$ cat config.mk
export PLATFORM = sky130hd
export DESIGN_NAME = jpeg_bit_packer
export DESIGN_NICKNAME = d
export VERILOG_FILES = /design/src/rtl/jpeg_bit_packer.sv
export SDC_FILE = /design/constraint.sdc
export NUM_CORES = 1
export LEC_CHECK = 0
export ABC_AREA = 1
export CAP_MARGIN = 10
export CORE_ASPECT_RATIO = 0.6
export CORE_UTILIZATION = 40
export DETAILED_ROUTE_END_ITERATION = 8
export PLACE_DENSITY = 0.68
export SLEW_MARGIN = 20
export SYNTH_ARGS = -nofsm -noshare
export SYNTH_HDL_FRONTEND = slang
export SYNTH_SLANG_ARGS = --single-unit
$ cat constraint.sdc
create_clock -name clock -period 4 [get_ports clock]
set_input_delay 0.8 -clock clock [delete_from_list [all_inputs] [get_ports clock]]
set_output_delay 0.8 -clock clock [all_outputs]
set_load 0.03 [all_outputs]
$ cat src/rtl/jpeg_bit_packer.sv
// jpeg_bit_packer
//   Packs MSB-first variable-length codes into a byte stream. After every
//   emitted 0xFF it inserts a 0x00 stuffing byte. On a flush request it pads
//   the last partial byte with 1s and drains everything that is left.
//
// Ports
//   clock, reset_n          : clock and asynchronous active-low reset
//   code_valid/code_ready   : code handshake; code_bits is right-aligned,
//                             code_len 0..MAX_LEN (larger values saturate)
//   flush / flush_done      : pad+drain request / one-cycle completion pulse
//   byte_valid/byte_ready   : output byte handshake, byte_data is the byte
//   byte_count              : bytes handshaken out, stuffing included (wraps)
module jpeg_bit_packer #(
    parameter int MAX_LEN = 16,
    parameter int ACC_W   = 32
) (
    input  logic               clock,
    input  logic               reset_n,
    input  logic               code_valid,
    output logic               code_ready,
    input  logic [MAX_LEN-1:0] code_bits,
    input  logic [4:0]         code_len,
    input  logic               flush,
    output logic               flush_done,
    output logic               byte_valid,
    input  logic               byte_ready,
    output logic [7:0]         byte_data,
    output logic [31:0]        byte_count
);

    localparam int CNT_W = $clog2(ACC_W + 1) + 1;

    typedef enum logic [1:0] {
        RUN   = 2'd0,
        PAD   = 2'd1,
        DRAIN = 2'd2,
        DONE  = 2'd3
    } state_e;

    state_e             state_q, state_d;
    logic [ACC_W-1:0]   acc_q, acc_d;
    logic [CNT_W-1:0]   cnt_q, cnt_d;
    logic               stuff_q, stuff_d;
    logic               flush_pend_q, flush_pend_d;
    logic               ovld_q, ovld_d;
    logic [7:0]         obyte_q, obyte_d;
    logic [31:0]        bcnt_q, bcnt_d;
    logic               rdy_en_q;

    logic               hs_out;
    logic               load_ok;
    logic               accept;
    logic [4:0]         len;
    logic [ACC_W-1:0]   app;
    logic [ACC_W-1:0]   acc_s;
    logic [CNT_W-1:0]   cnt_s;
    logic [CNT_W-1:0]   cnt_r;
    logic [ACC_W-1:0]   ones;

    // rdy_en_q keeps code_ready low while reset is held and opens it from
    // the first edge after release.
    assign code_ready = rdy_en_q && (state_q == RUN) && !flush_pend_q &&
                        (cnt_q <= CNT_W'(ACC_W - MAX_LEN));
    assign flush_done = (state_q == DONE);
    assign byte_valid = ovld_q;
    assign byte_data  = obyte_q;
    assign byte_count = bcnt_q;

    assign hs_out  = ovld_q && byte_ready;
    assign load_ok = !ovld_q || byte_ready;
    assign accept  = code_valid && code_ready;
    assign len     = (int'(code_len) > MAX_LEN) ? 5'(MAX_LEN) : code_len;
    assign app     = ACC_W'(code_bits & ~({MAX_LEN{1'b1}} << len));
    assign ones    = '1;

    always_comb begin
        state_d      = state_q;
        stuff_d      = stuff_q;
        flush_pend_d = flush_pend_q;
        ovld_d       = ovld_q;
        obyte_d      = obyte_q;
        bcnt_d       = bcnt_q + 32'(hs_out);
        acc_s        = acc_q;
        cnt_s        = cnt_q;
        cnt_r        = '0;

        // Output register refill: a pending stuff byte beats fresh data.
        if (load_ok) begin
            if (stuff_q) begin
                obyte_d = 8'h00;
                ovld_d  = 1'b1;
                stuff_d = 1'b0;
            end else if (cnt_q >= CNT_W'(8)) begin
                obyte_d = acc_q[ACC_W-1 -: 8];
                ovld_d  = 1'b1;
                stuff_d = (acc_q[ACC_W-1 -: 8] == 8'hFF);
                acc_s   = acc_q << 8;
                cnt_s   = cnt_q - CNT_W'(8);
            end else begin
                ovld_d  = 1'b0;
            end
        end

        acc_d = acc_s;
        cnt_d = cnt_s;

        // New bits go directly below whatever remains after this cycle's
        // extraction; bits below cnt are always zero so an OR suffices.
        if (accept) begin
            acc_d = acc_s | (app << (ACC_W - int'(cnt_s) - int'(len)));
            cnt_d = cnt_s + CNT_W'(len);
        end

        case (state_q)
            RUN: begin
                if (flush) begin
                    flush_pend_d = 1'b1;
                    state_d      = PAD;
                end
            end
            PAD: begin
                // Round cnt up to a byte boundary; the gap becomes 1s.
                cnt_r   = (cnt_s + CNT_W'(7)) & ~CNT_W'(7);
                acc_d   = acc_s | ((ones >> cnt_s) & ~(ones >> cnt_r));
                cnt_d   = cnt_r;
                state_d = DRAIN;
            end
            DRAIN: begin
                if ((cnt_q == '0) && !stuff_q && load_ok)
                    state_d = DONE;
            end
            DONE: begin
                flush_pend_d = 1'b0;
                state_d      = RUN;
            end
            default: state_d = RUN;
        endcase
    end

    always_ff @(posedge clock or negedge reset_n) begin
        if (!reset_n) begin
            state_q      <= RUN;
            acc_q        <= '0;
            cnt_q        <= '0;
            stuff_q      <= 1'b0;
            flush_pend_q <= 1'b0;
            ovld_q       <= 1'b0;
            obyte_q      <= 8'h00;
            bcnt_q       <= '0;
            rdy_en_q     <= 1'b0;
        end else begin
            state_q      <= state_d;
            acc_q        <= acc_d;
            cnt_q        <= cnt_d;
            stuff_q      <= stuff_d;
            flush_pend_q <= flush_pend_d;
            ovld_q       <= ovld_d;
            obyte_q      <= obyte_d;
            bcnt_q       <= bcnt_d;
            rdy_en_q     <= 1'b1;
        end
    end

endmodule
After elaboration in Yosys (flattened, before gate mapping) --
Cells that the tools add are included.
Storage, ports and cells: flip-flop bits (word level) 85, word-level logic and storage cells 74, input bits 26, output and inout port bits 43
Operators by class: shift-type cells 4, multiplexer cells 22, magnitude comparators 3, reduce and logical (&&, ||, !) cells 18, equal/unequal tests 6, $add $sub $neg 6, bitwise gates (word level) 6
Operators with widths (count):
- two-way mux 32 bit | 5
- inverter 32 bit | 2
- bitwise OR 32 bit | 2
- >> shifter 32 x 7 -> 32 bit, first input constant | 2
- two-way mux 7 bit | 5
- adder 32 x 1 -> 32 bit | 1
- bitwise AND 16 x 32 -> 32 bit | 1
- bitwise AND 32 bit | 1
- left shift 16 x 5 -> 32 bit, first input constant | 1
- left shift 32 x 32 -> 32 bit | 1
- two-way mux 8 bit | 2
- subtractor 8 x 6 -> 9 bit | 1
- == test 8 bit, second input constant | 1
- one-hot mux 2 bit (4 select lines) | 1
- subtractor 6 x 7 -> 8 bit, first input constant | 1
- adder 7 x 3 -> 7 bit, second input constant | 1
- adder 7 x 5 -> 7 bit | 1
- greater-or-equal comparator 7 x 4 -> 1 bit, second input constant | 1
- <= comparator 7 x 5 -> 1 bit, second input constant | 1
- logical AND 1 bit | 7
- zero test 7 bit | 1
- subtractor 7 x 4 -> 7 bit, second input constant | 1
- AND reduction 2 bit | 3
- greater-than comparator 5 bit, second input constant | 1
- 11 further kinds | 21

Longest topological paths before layout --
Gate-level depths: netlist of run 1.
word-level depth 10, depth in mapped cells 30, mapped depth without buffers 28

Worst setup path before layout of run 1 --
No wires, ideal clock.
path type flip-flop to flip-flop, start point register cnt_q[1], end point register acc_q[29], setup slack 0.319 ns, stages on the path, launching flop included 29, required time 3.875 ns, period minus slack after synthesis 3.681 ns, buffers on the path 1, library setup time 0.125 ns, arrival time 3.556 ns, cell sequence dfrtp_1 > inv_1 > ha_1 > ha_1 > nand2_1 > nand3_4 > nand3_1 > nand2_2 > or2_1 > nand2_1 > inv_1 > ha_1 > a21oi_1 > o21ai_0 > a21oi_1 > inv_1 > nand2_1 > nand2_1 > nor2_1 > nor2_4 > buf_6 > nand2_1 > nand2_1 > nand3_1 > nand3_1 > nand2_1 > nand2_1 > nand3_1 > nand3_1
On the way: longest elaborated chain between the ends 10, elaborated cells between the ends (all ways) 23, classes of those cells add/sub: 4; order compare: 2; shift: 3; mux: 8; bitwise: 4; reduce/logical: 2
RTL lines:
- start, declared | RTL line 42 | logic [CNT_W-1:0] cnt_q, cnt_d;
- start signal, assigned | RTL line 154 | cnt_q <= cnt_d;
- subtractor 7 x 4 -> 7 bit or greater-or-equal comparator 7 x 4 -> 1 bit (tied branches) | RTL line 98, 93
- two-way mux 7 bit | RTL line 93 | end else if (cnt_q >= CNT_W'(8)) begin
- two-way mux 7 bit | RTL line 89 | if (stuff_q) begin
- two-way mux 7 bit | RTL line 88 | if (load_ok) begin
- subtractor 6 x 7 -> 8 bit or adder 7 x 3 -> 7 bit (tied branches) | RTL line 110, 123
- subtractor 8 x 6 -> 9 bit or >> shifter 32 x 7 -> 32 bit (tied branches) | RTL line 110, 124
- left shift 32 x 32 -> 32 bit or inverter 32 bit (tied branches) | RTL line 110, 124
- bitwise OR 32 bit or bitwise AND 32 bit (tied branches) | RTL line 110, 124
- two-way mux 32 bit or bitwise OR 32 bit (tied branches) | RTL line 109, 124
- two-way mux 32 bit * | RTL line 114 | case (state_q)
- via acc_d[29] | RTL line 41 | logic [ACC_W-1:0] acc_q, acc_d;
- end signal, assigned | RTL line 143 | acc_q <= '0;
- end signal, assigned | RTL line 153 | acc_q <= acc_d;
- end, declared | RTL line 41
Mark *: on every way through the listed nets, which the timed path passes. The rest lies on a longest branch. A chain may end at the register's enable or synchronous reset.

Worst setup path in the final report of run 1 --
start point input code_len[0], end point register acc_q[29]
On the way: longest elaborated chain between the ends 9, elaborated cells between the ends (all ways) 10, classes of those cells add/sub: 1; order compare: 1; shift: 2; mux: 3; bitwise: 3
RTL lines:
- start, declared | RTL line 22 | input logic [4:0] code_len,
- greater-than comparator 5 bit | RTL line 72 | assign len = (int'(code_len) > MAX_LEN) ? 5'(MAX_LEN) : code_len;
- two-way mux 5 bit * | RTL line 72
- left shift 16 x 5 -> 32 bit | RTL line 73 | assign app = ACC_W'(code_bits & ~({MAX_LEN{1'b1}} << len));
- inverter 32 bit | RTL line 73
- bitwise AND 16 x 32 -> 32 bit | RTL line 73
- left shift 32 x 32 -> 32 bit * | RTL line 110 | acc_d = acc_s | (app << (ACC_W - int'(cnt_s) - int'(len)));
- bitwise OR 32 bit * | RTL line 110
- two-way mux 32 bit * | RTL line 109 | if (accept) begin
- two-way mux 32 bit * | RTL line 114
- via acc_d[29] | RTL line 41
Marked as above.

==> run summary, run 1 <==
fmax - 263 MHz
via count - 6516
CP arrival - 4.01 ns
Worst Slack Setup Final - 0.204 ns
slowest stage delay, CP - 0.42 ns
largest area contributor in the netlist - dfrtp_1
worst path cell trace - clkdlybuf4s50_1 > nor2_1 > nand3_1 > a21oi_1 > inv_1 > ha_1 > nand2_1 > o21ai_1 > a21oi_2 > nand2_2 > nand2_2 > nand2_2 > nor2_4 > buf_12 > nand2_2 > nand2_1 > nand3_2 > nand3_2 > nand2_2 > nand2_2 > nand3_2 > nand3_1
first-pass GRT wire length - 31400 microns
Sink Count - 85
area share of the largest cell type after synthesis - 34.0%
CTS Hold Bufs - 0
class of the worst hold path - flip-flop to flip-flop
Post-DP HPWL - 15400 microns
worst-margin pin slew - 0.823 ns
initial antenna violation count - 0
Area Growth Syn to Fin - 31.1%
Setup CP Type - input pin to flip-flop
clock share of power - 16.7%
Ports - 69
Initial Utilization - 42.0%
Comb power frac - 60.5%
Mapped Area - 6260 sq um
Tot GR Track Use - 25.2%
Routed WL - 20000 microns
CTS tree - done
YS warnings - 0
vias in the first global route - 5922
IR drop worst, VDD - 385 uV
Final ANT Viol Nets - 0
# diodes - 0
DP Worst Slack - -0.351 ns
CP top delay family - simple AND/OR/NAND/NOR gates
largest net degree at the start of global routing - 55
Final Setup Violations - 0
final hold violations - 0
Max-slew headroom - 45.1%
Core Footprint - 14900 sq um
sequential area share after synthesis - 34.0%
Buf+Inv Stages, Crit Path - 3
NetSw - 2770 uW
FF+latch count, synth - 85
critical path's slowest cell - clkdlybuf4s50_1
Critical Path RT - 4.22 ns
sw frac - 49.3%
TritonCTS Buffers - 9
Primary FF master, synth - dfrtp_1
RD Place Congestion - 1.01
CP endpoint kind - flip-flop
fill cell count - 1456
Design Power - 5620 uW
Die Height - 98.9 microns
drc violations - 0
Via density - 5.37
PD cells - 685 nW/um^2
hold slack - 0.470 ns
startpoint class of the critical path - input pin
Reg clk slew, reported paths - 0.07 ns
MaxCap Viol Count - 0
critical path peak fanout - 11
Avg WL per Cell - 16.5 microns
Post-synth ARST share - 100%
GRT overflow - 0
fin crit share - 94.9%
row cnt - 34
synth top area cells - dfrtp_1 (34%), nand2_1 (15%), nand3_1 (11%)
post-layout net count - 1060
most frequent cells in the layout - nand2_1 (222), nand3_1 (108), inv_1 (104)
most frequent cell on the critical path - nand2_2
maximum root-to-sink buffer count - 2
layout cells sized above 1 - 17.6%
max-slew violations - 0
Yosys cell types - 48
syn_area_per_cell - 7.01 sq um
number of H-tree levels - 3
synthesized net count - 942
EDFF count, synth - 0
Pre-antenna DRT Iters - 5
commonest non-fill, non-tap cell in the layout - nand2_1
Leak - 0.00404 uW
clk_skew - 0.0120 ns
Final Util - 55.1%
worst-skew pair later-pin latency - 0.35 ns
die area - 16200 sq um
cell count after synthesis - 893
outcome - finished, final reports clean
Flop pwr share - 22.7%
port bufs - 68
DR iter-0 viols - 814
min Tclk post-route - 3.80 ns
die width - 163 microns
CTS root buffer - clkbuf_16
Internal - 2850 uW
-- worst register-to-register path, delay by kind of cell, from the launching register on --
| family | cells | cell delay (ns) |
|---|---|---|
| AND/OR/NAND/NOR | 17 | 1.77 |
| adder cells (fa/ha/maj) | 3 | 0.66 |
| AO/OA/AOI/OAI | 4 | 0.61 |
| flip-flops | 1 | 0.36 |
| buffers and inverters | 3 | 0.26 |
-- layer usage --
| metal | global-route usage, % | part of all wire, % | vias up |
|---|---|---|---|
| met3 | 8.54 | 12 | 22 |
| met1 | 39.6 | 48 | 3000 |
| li1 | - | - | 3172 |
| met5 | 3.94 | 0.44 | - |
| met4 | 4.63 | 1.1 | 2 |
| met2 | 31.9 | 38 | 320 |
-- through the flow --
stage,instances,TNS [ns],cell area (sq um)
floorplan,893,0,6260
global placement,1192,-6.99,7540
detailed placement,1192,-8.31,7540
CTS,1209,0,7900
global route,1214,-0.144,8200
finish,1214,0,8200
-- area by class of cell --
class	instances	area, sq um	share of cell area (%)
Clock buffer	9	225	2.75
Clock inverter	7	108	1.31
Inverter	109	409	4.99
Multi-Input combinational cell	675	3880	47.3
Sequential cell	85	2130	25.9
Tap cell	198	248	3.02
Timing Repair Buffer	131	1200	14.7
-- power groups by stage --
stage / logic (uW) / clock network (uW) / registers [uW]
floorplan: 1890 / 0 / 1410
global placement: 3040 / 0 / 1280
detailed placement: 3030 / 0 / 1290
CTS: 3090 / 950 / 1270
global route: 3720 / 993 / 1300
finish: 3400 / 939 / 1280
-- what timing repair did --
| item | 4_1_cts | 5_1_grt |
|---|---|---|
| endpoints found under the setup margin | 1 | 32 |
| resized for setup | 0 | 62 |
| setup buffers | 1 | 4 |
| gates cloned | 0 | 1 |
| pin swaps | 1 | 18 |
-- registers in the layout, indices dropped and copies added, names as in the netlist --
name,count
byte_count,32
stuff_q,1
acc_q,32
byte_valid,1
byte_data,8
flush_pend_q,1
rdy_en_q,1
state_q,2
cnt_q,7
-- cells in the mapped netlist (9+ instances only) --
cell	count
nand2_1	242
nand4_1	13
a21oi_1	27
nand2_2	10
o21ai_0	34
clkbuf_1	16
nor3_1	9
inv_1	104
nor2_1	61
nand3_1	140
o211ai_1	10
xor2_1	29
ha_1	21
dfrtp_1	85
-- kinds of logic (layout without fill, tap and decap cells) --
logic type	count (synthesis)	in the layout	share of synthesized area (%)
XOR/XNOR	37	37	5.18
AO/OA/AOI/OAI	107	108	10.6
AND/OR/NAND/NOR	506	506	37.0
other	1	1	0.0599
flip-flops	85	85	34.0
adder cells (fa/ha/maj)	23	23	4.84
buffers and inverters	134	256	8.30
-- final timing paths --
path	startpoint	end	slack [ns]	depth (start not counted)
worst max register to register	cnt_q[0]$_DFFE_PN0P_	acc_q[19]$_DFF_PN0_	0.28	27
max in group asynchronous	reset_n	acc_q[24]$_DFF_PN0_	2.76	2
worst min register to register	byte_count[31]$_DFF_PN0_	byte_count[31]$_DFF_PN0_	0.47	1
min in group asynchronous	reset_n	state_q[1]$_DFFE_PN0P_	0.49	1
worst min-delay path	byte_count[31]$_DFF_PN0_	byte_count[31]$_DFF_PN0_	0.47	1
worst max-delay path	code_len[0]	acc_q[29]$_DFF_PN0_	0.20	22
Note: power is estimated with default switching activity, not from simulation.
==> run 2, diff against run 1 <==
SKIP_LAST_GASP = 1   (was default)
==> results of run 2 <==
No change in the layout: final DEF, timing and power equal those of run 1.
